--- src/rtl/axi_burst_gen.sv ---
// AXI initiator address generator: splits a byte-granular transfer command
// into INCR bursts that respect the 4 KB boundary and the per-burst beat limit.
module axi_burst_gen #(
  parameter int ADDR_WIDTH = 32,
  parameter int DATA_WIDTH = 32,
  parameter int LEN_WIDTH  = 16,
  parameter int MAX_BEATS  = 256
) (
  input  logic                  clk,
  input  logic                  rst_n,
  input  logic                  cmd_valid,
  output logic                  cmd_ready,
  input  logic [ADDR_WIDTH-1:0] cmd_addr,
  input  logic [LEN_WIDTH-1:0]  cmd_bytes,
  output logic                  ax_valid,
  input  logic                  ax_ready,
  output logic [ADDR_WIDTH-1:0] ax_addr,
  output logic [7:0]            ax_len,
  output logic [2:0]            ax_size,
  output logic [1:0]            ax_burst,
  output logic                  ax_last,
  output logic                  busy,
  output logic                  done
);

  localparam logic [1:0] IDLE  = 2'd0;
  localparam logic [1:0] CALC  = 2'd1;
  localparam logic [1:0] ISSUE = 2'd2;

  localparam int BPB       = DATA_WIDTH / 8;
  localparam int DATA_SIZE = $clog2(BPB);
  // Wide enough for rem_bytes plus offset rounding and a full 4 KB span.
  localparam int CW        = ((LEN_WIDTH > 13) ? LEN_WIDTH : 13) + 2;
  localparam logic [11:0] OFF_MASK = 12'(BPB - 1);

  logic [1:0]            state_q, state_d;
  logic [ADDR_WIDTH-1:0] cur_addr_q, cur_addr_d;
  logic [LEN_WIDTH-1:0]  rem_bytes_q, rem_bytes_d;
  logic [ADDR_WIDTH-1:0] ax_addr_q, ax_addr_d;
  logic [7:0]            ax_len_q, ax_len_d;
  logic                  ax_last_q, ax_last_d;
  logic                  done_q, done_d;

  logic [CW-1:0] off, rem_ext, beats_rem, beats_4k, beats_calc, span_calc;
  logic [CW-1:0] beats_iss, xfer_iss;
  logic [12:0]   line_base;

  always_comb begin
    off        = CW'(cur_addr_q[11:0] & OFF_MASK);
    rem_ext    = CW'(rem_bytes_q);
    beats_rem  = (off + rem_ext + CW'(BPB - 1)) >> DATA_SIZE;
    line_base  = {1'b0, cur_addr_q[11:0] & ~OFF_MASK};
    beats_4k   = CW'((13'h1000 - line_base) >> DATA_SIZE);
    beats_calc = (beats_rem < beats_4k) ? beats_rem : beats_4k;
    if (beats_calc > CW'(MAX_BEATS)) beats_calc = CW'(MAX_BEATS);
    span_calc  = beats_calc << DATA_SIZE;
    // The issued burst length is the registered ax_len, not a recomputation.
    beats_iss  = CW'(ax_len_q) + CW'(1);
    xfer_iss   = (beats_iss << DATA_SIZE) - off;
  end

  always_comb begin
    state_d     = state_q;
    cur_addr_d  = cur_addr_q;
    rem_bytes_d = rem_bytes_q;
    ax_addr_d   = ax_addr_q;
    ax_len_d    = ax_len_q;
    ax_last_d   = ax_last_q;
    done_d      = 1'b0;
    case (state_q)
      IDLE: begin
        if (cmd_valid) begin
          cur_addr_d  = cmd_addr;
          rem_bytes_d = cmd_bytes;
          if (cmd_bytes == '0) done_d = 1'b1;
          else state_d = CALC;
        end
      end
      CALC: begin
        ax_addr_d = cur_addr_q;
        ax_len_d  = 8'(beats_calc - CW'(1));
        ax_last_d = (span_calc - off) >= rem_ext;
        state_d   = ISSUE;
      end
      ISSUE: begin
        if (ax_ready) begin
          cur_addr_d  = (cur_addr_q & ~ADDR_WIDTH'(BPB - 1))
                      + ADDR_WIDTH'(beats_iss << DATA_SIZE);
          rem_bytes_d = (xfer_iss >= rem_ext) ? '0
                      : rem_bytes_q - LEN_WIDTH'(xfer_iss);
          if (ax_last_q) begin
            state_d = IDLE;
            done_d  = 1'b1;
          end else begin
            state_d = CALC;
          end
        end
      end
      default: state_d = IDLE;
    endcase
  end

  always_ff @(posedge clk or negedge rst_n) begin
    if (!rst_n) begin
      state_q     <= IDLE;
      cur_addr_q  <= '0;
      rem_bytes_q <= '0;
      ax_addr_q   <= '0;
      ax_len_q    <= '0;
      ax_last_q   <= 1'b0;
      done_q      <= 1'b0;
    end else begin
      state_q     <= state_d;
      cur_addr_q  <= cur_addr_d;
      rem_bytes_q <= rem_bytes_d;
      ax_addr_q   <= ax_addr_d;
      ax_len_q    <= ax_len_d;
      ax_last_q   <= ax_last_d;
      done_q      <= done_d;
    end
  end

  assign cmd_ready = (state_q == IDLE);
  assign busy      = (state_q != IDLE);
  assign ax_valid  = (state_q == ISSUE);
  assign ax_addr   = ax_addr_q;
  assign ax_len    = ax_len_q;
  assign ax_size   = 3'(DATA_SIZE);
  assign ax_burst  = 2'b01;
  assign ax_last   = ax_last_q;
  assign done      = done_q;

endmodule

--- config.mk ---
export PLATFORM = sky130hd
export DESIGN_NAME = axi_burst_gen
export DESIGN_NICKNAME = d
export VERILOG_FILES = /design/src/rtl/axi_burst_gen.sv
export SDC_FILE = /design/constraint.sdc
export NUM_CORES = 1
export LEC_CHECK = 0
export ABC_AREA = 1
export CORE_ASPECT_RATIO = 2
export CORE_MARGIN = 5
export CORE_UTILIZATION = 40
export CTS_CLUSTER_SIZE = 16
export DETAILED_ROUTE_END_ITERATION = 8
export GPL_TIMING_DRIVEN = 0
export PLACE_DENSITY = 0.68
export SLEW_MARGIN = 30
export SYNTH_ARGS = -nofsm -noshare
export SYNTH_HDL_FRONTEND = slang
export SYNTH_SLANG_ARGS = --single-unit
--- constraint.sdc ---
create_clock -name clk -period 12.55 [get_ports clk]
set_input_delay 1.255 -clock clk [delete_from_list [all_inputs] [get_ports clk]]
set_output_delay 1.255 -clock clk [all_outputs]
set_load 0.02 [all_outputs]
After elaboration in Yosys (flattened, before gate mapping)
Cells that the tools add are included.
{ "word_totals": {"ff_bits": 92, "latchBits": 0, "ram_bits": 0, "rom_bits": 0, "input_bits": 52, "out_inout_bits": 50, "elab_cells": 50, "mem_count": 0} }
{ "op_classes": {"n_addsub": 9, "multipliers": 0, "div_mod_pow": 0, "n_lt_le_gt_ge": 4, "eq_ne": 5, "shifts": 0, "muxes": 19, "bitwise": 0, "reduce_logical": 6} }
{ "ops": {"columns": ["op", "count"], "rows": [
  ["$mux W16", 5],
  ["$mux W32", 2],
  ["$pmux W32 S2", 1],
  ["$ge A18 B16 Y1", 2],
  ["$add A32 B11 Y32", 1],
  ["$pmux W16 S2", 1],
  ["$add A17 B2 Y18 const B", 1],
  ["$sub A18 B2 Y18", 1],
  ["$add A2 B16 Y17", 1],
  ["$gt A16 B9 Y1 const B", 1],
  ["$logic_not A16 Y1", 1],
  ["$lt A16 B16 Y1", 1],
  ["$sub A16 B16 Y16", 1],
  ["$sub A13 B12 Y14 const A", 1],
  ["$sub A11 B2 Y12", 1],
  ["$add A8 B1 Y9 const B", 1],
  ["$sub A8 B1 Y8 const B", 1],
  ["$mux W2", 3],
  ["$pmux W2 S3", 1],
  ["$reduce_and A3 Y1", 2],
  ["$mux W1", 5],
  ["$ne A2 B2 Y1 const B", 2],
  ["$reduce_bool A2 Y1", 2],
  ["$eq A2 B1 Y1 const B", 1],
  ["other kinds (4)", 4]
]} }

Depth between registers and ports, before layout
{ "depth": {"ltp_word": 8, "ltp_mapped": 43} }

Worst setup path before layout
Ideal clock, no wire load.
{ "synth_path": {"kind": "register to register", "start": "register rem_bytes_q[1]", "end": "register ax_last_q, in the netlist ax_last", "t_arrival_ns": 5.146, "required_ns": 12.437, "path_slack_ns": 7.292, "stages_incl_launch_ff": 40, "n_path_buf": 1, "period_less_slack_ns": 5.258, "path_cell_list": "dfrtp_1 -> inv_1 -> ha_1 -> nor2_1 -> fa_1 -> nand2_2 -> nor3_1 -> nand3_1 -> xor2_1 -> inv_1 -> ha_1 -> a21oi_1 -> nand3b_1 -> nand3_1 -> nor2_2 -> buf_6 -> nand2_1 -> nand2_2 -> (+4 left out) -> nand2_1 -> ha_1 -> a21boi_0 -> nand2_1 -> a21oi_1 -> nand3_2 -> inv_1 -> ha_1 -> nand2_1 -> inv_1 -> nand4_1 -> nand4_1 -> nand3_1 -> nand3_1 -> nor2_1 -> nand3_1 -> nand2_1 -> inv_1"} }
{ "synth_between": {"elab_chain_len": 8} }
{ "synth_rtl": {"columns": ["item", "line_no", "rtl"], "rows": [
  ["start: declaration", "38", "logic [LEN_WIDTH-1:0] rem_bytes_q, rem_bytes_d;"],
  ["start signal: assignment", "115", "rem_bytes_q <= rem_bytes_d;"],
  ["$add A2 B16 Y17", "51", "beats_rem = (off + rem_ext + CW'(BPB - 1)) >> DATA_SIZE;"],
  ["$add A17 B2 Y18", "51", null],
  ["$lt A16 B16 Y1", "54", "beats_calc = (beats_rem < beats_4k) ? beats_rem : beats_4k;"],
  ["$mux W16", "54", null],
  ["$gt A16 B9 Y1", "55", "if (beats_calc > CW'(MAX_BEATS)) beats_calc = CW'(MAX_BEATS);"],
  ["$mux W16", "55", null],
  ["$sub A18 B2 Y18", "82", "ax_last_d = (span_calc - off) >= rem_ext;"],
  ["$ge A18 B16 Y1 *", "82", null],
  ["end signal: assignment", "118", "ax_last_q <= ax_last_d;"],
  ["end: declaration", "41", "logic ax_last_q, ax_last_d;"]
]} }
Every way passes the cells marked *; elsewhere a longest branch is shown, timed or not.
A chain may end at the register's enable or synchronous reset.

Worst setup path after layout
Same ends and word-level chain as after synthesis.

==> summary.md <==
| Metric | Value |
|---|---|
| CP Max Fanout | `10` |
| Root buf cell | `clkbuf_16` |
| IO buf count | `96` |
| Multi-input logic area | `4810 µm²` |
| GR Overflow Total | `0` |
| CP max-delay cell | `a21boi_0` |
| Initial core utilization | `about 40%` |
| Power Density | `between 300 and 400 nW/µm²` |
| Synth Flop Type | `dfrtp_1` |
| WP data arrival | `6.83 ns` |
| WL final | `between 20,000 and 30,000 µm` |
| Reg2Reg Depth | `38` |
| Row count | `72` |
| Syn Inst Count | `roughly 1,100` |
| Critical Path Max Stage Delay | `between 0.4 and 0.5 ns` |
| Final Hold Viols | `0` |
| Met3 wire length | `around 1100 µm` |
| Routed len/inst | `between 15 and 20 µm` |
| Tmin final | `around 6.6 ns` |
| Final TNS setup | `0 ns` |
| Core box area | `about 19,000 µm²` |
| Slew at the pin closest to its max-slew limit | `between 0.9 and 1 ns` |
| Seq. cell area | `roughly 2300 µm²` |
| Unrepaired setup endpoints after global routing | `no` |
| Clk_lat worst skew | `around 0.35 ns` |
| Worst-case clock buffer depth | `2` |
| Number of nets with antenna violations after routing | `0` |
| Synth warnings | `0` |
| Die Area | `about 23,000 µm²` |
| Post-cts resize count | `0` |
| DR vias | `~8,000` |
| Drt pass-1 iters | `7` |
| Die X | `109 µm` |
| # Post-CTS Setup Buffers | `0` |
| Filler instances | `~2,000` |
| Critical Path RT | `12.80 ns` |
| Clk_skew | `between 0.009 and 0.01 ns` |
| Fin nets | `~1,400` |
| Die Ht | `approximately 210 µm` |
| Min-delay worst type | `flip-flop to flip-flop` |
| Share of layout cells above drive strength 1 | `5.53%` |
| Vias per cell | `~5.3` |
| TritonCTS clock tree | `built` |
| Startpoint types | `flip-flop` |
| Hold Crit Depth | `2` |
| Routed wl met2 | `between 15,000 and 20,000 µm` |
| Worst setup path class | `flip-flop to flip-flop` |
| Async SR Flop Fraction | `100%` |
| Drt first-iter violations | `337` |
| M1 WL | `around 8600 µm` |
| Post-Syn Area | `around 7900 µm²` |
| Vias in the first global route | `a little over 8,000` |
| CTS HTree Levels | `3` |
| RePlAce Congestion | `about 0.98` |
| Cell mode on critical path | `nand2_1` |
| DRC Markers | `0` |
| Pleak | `between 4 and 5 nW` |
| Ant diodes | `0` |
| Synth cell types | `46` |
| Num CTS Buffers | `9` |
| Worst vdd ir | `around 0.14 mV` |
| Mean post-synth cell area | `between 6 and 7 µm²` |
| Setup crit end kind | `flip-flop` |
| Global-route wire length before repair | `42,300 µm` |
| Slew headroom | `between 30% and 40%` |
| Initial antenna violation count | `0` |
| Post-DP Area | `roughly 9200 µm²` |
| Dpl hpwl | `around 22,000 µm` |
| Highest Signal Layer | `met4` |
| Peak Freq | `approximately 0.15 GHz` |
| Seq/Total Area, Yosys | `just under 30%` |
| Max-slew violation count | `0` |
| Final setup fails | `0` |
| Top Ports | `102` |
| Clock sinks | `92` |
| Hold buffer count at cts | `0` |
| Period utilization | `between 50 and 60%` |
| Status | `finished clean` |
| Synth Register Bits | `92` |
| Max_cap viols | `0` |
| All-layer global routing usage | `around a quarter` |
| Post-synth EDFFs | `0` |
| Largest net degree at the start of global routing | `67` |
| Final Instance Area | `9510 µm²` |
| Area Growth Syn to Fin | `20.8%` |
| Worst-path clk slew | `around 0.070 ns` |
-- cells in the final DEF (no fill, tap or decap), types with 3 or more instances in the layout --
cell type	instances
inv_2	5
nor2_2	8
nor2_1	85
clkbuf_1	27
conb_1	5
or2_2	11
o211ai_1	10
buf_4	6
o22ai_1	18
o21ai_0	84
nor3_1	18
xor2_1	51
a21oi_1	43
dfrtp_1	92
ha_1	72
nand2_2	9
nand2_1	282
nand4_1	17
o21bai_1	3
a21o_1	3
nand3_1	59
a31oi_1	23
fa_1	3
o21ai_1	4
xnor2_1	5
clkbuf_16	9
nand3b_1	3
clkdlybuf4s50_1	95
nand3_2	3
inv_1	156
nor4_1	8
-- power breakdown --
group / total, W / switching [W] / internal, W
Combinational: 0.00220 / 0.00141 / 0.000786
Sequential: 0.000611 / 0.000170 / 0.000441
Clock: 0.000290 / 0.000128 / 0.000162
Total: 0.00310 / 0.00171 / 0.00139
-- state kept, by name, summed over array words and instances, names as in the netlist --
register / flops
done: 1
ax_len: 8
rem_bytes_q: 16
state_q: 2
ax_last: 1
ax_addr: 32
cur_addr_q: 32
-- final timing paths --
kind,startpoint,to,slack (ns)
max in group asynchronous,rst_n,ax_addr[11],11.13
min in group asynchronous,rst_n,ax_addr[16],0.76
worst min register to register,ax_addr[31],ax_addr[31],0.49
worst max-delay path,rem_bytes_q[1],ax_last,5.97
worst max register to register,rem_bytes_q[1],ax_last,5.97
worst min-delay path,ax_addr[31],ax_addr[31],0.49
-- per-layer routing --
layer  global-route usage [%]  vias to the layer above
met2                     46.7                      249
met1                     22.2                     3733
li1                         -                     3911
met3                     2.98                      107
met4                     17.8                        0
met5                        0                        -
-- stage by stage --
stage	hold WS, ns	instances	worst slack (ns)	total power, W	utilization (%)
4_1_cts	0.490	1507	5.95	0.00310	49.1
5_1_grt	0.522	1507	5.29	0.00339	49.1
3_5_place_dp	0.472	1491	5.98	0.00279	47.5
6_report	0.488	1507	5.97	0.00310	49.1
3_3_place_gp	0.470	1490	6.05	0.00275	47.3
2_1_floorplan	0.511	1135	7.29	0.00207	-
-- worst max-delay path, delay by kind of cell (launching register included) --
| family | cells | cell delay (ns) |
|---|---|---|
| compound gates | 3 | 0.90 |
| fa+ha+maj | 5 | 1.36 |
| xor+xnor | 1 | 0.32 |
| flops | 1 | 0.42 |
| simple gates | 24 | 2.88 |
| buf+inv | 5 | 0.57 |
-- synthesized netlist by cell type, types with 2 or more instances --
cell      number  area (µm²)
nand2_1      282        1060
inv_1        156         586
dfrtp_1       92        2300
nor2_1        85         319
o21ai_0       84         420
ha_1          72         901
nand3_1       59         295
xor2_1        51         447
a21oi_1       43         215
clkbuf_1      27         101
a31oi_1       23         144
nor3_1        19        95.1
o22ai_1       18         113
nand4_1       17         106
or2_2         11        68.8
o211ai_1      10        75.1
nand2_2        9        56.3
nor2_2         8        50.1
nor4_1         8        50.1
buf_4          6        45.0
inv_2          5        18.8
xnor2_1        5        43.8
o21ai_1        4        20.0
a21o_1         3        22.5
fa_1           3        60.1
nand3_2        3        30.0
nand3b_1       3        22.5
o21bai_1       3        22.5
a211oi_1       2        15.0
buf_2          2        10.0
conb_1         2        7.51
nand2_4        2        22.5
o221ai_1       2        17.5
-- cells by family (layout without fill, tap and decap cells) --
group | Yosys count | count (layout) | share of synthesized area (%)
flip-flops | 92 | 92 | 29.3
other | 2 | 5 | 0.0954
AO/OA/AOI/OAI | 200 | 200 | 14.4
XOR/XNOR | 56 | 56 | 6.23
AND/OR/NAND/NOR | 509 | 509 | 28.0
adder cells (fa/ha/maj) | 75 | 75 | 12.2
buffers and inverters | 198 | 311 | 9.86
-- final cells by class --
cell class / count / area share, %
plain buffers: 37 / 1.80
multi-input cells: 845 / 50.6
well taps: 259 / 3.41
clock buffers: 10 / 2.51
inverters: 161 / 6.36
repair buffers: 97 / 10.4
clock inverters: 6 / 0.737
flip-flops and latches: 92 / 24.2
(Power assumes the default switching activity.)
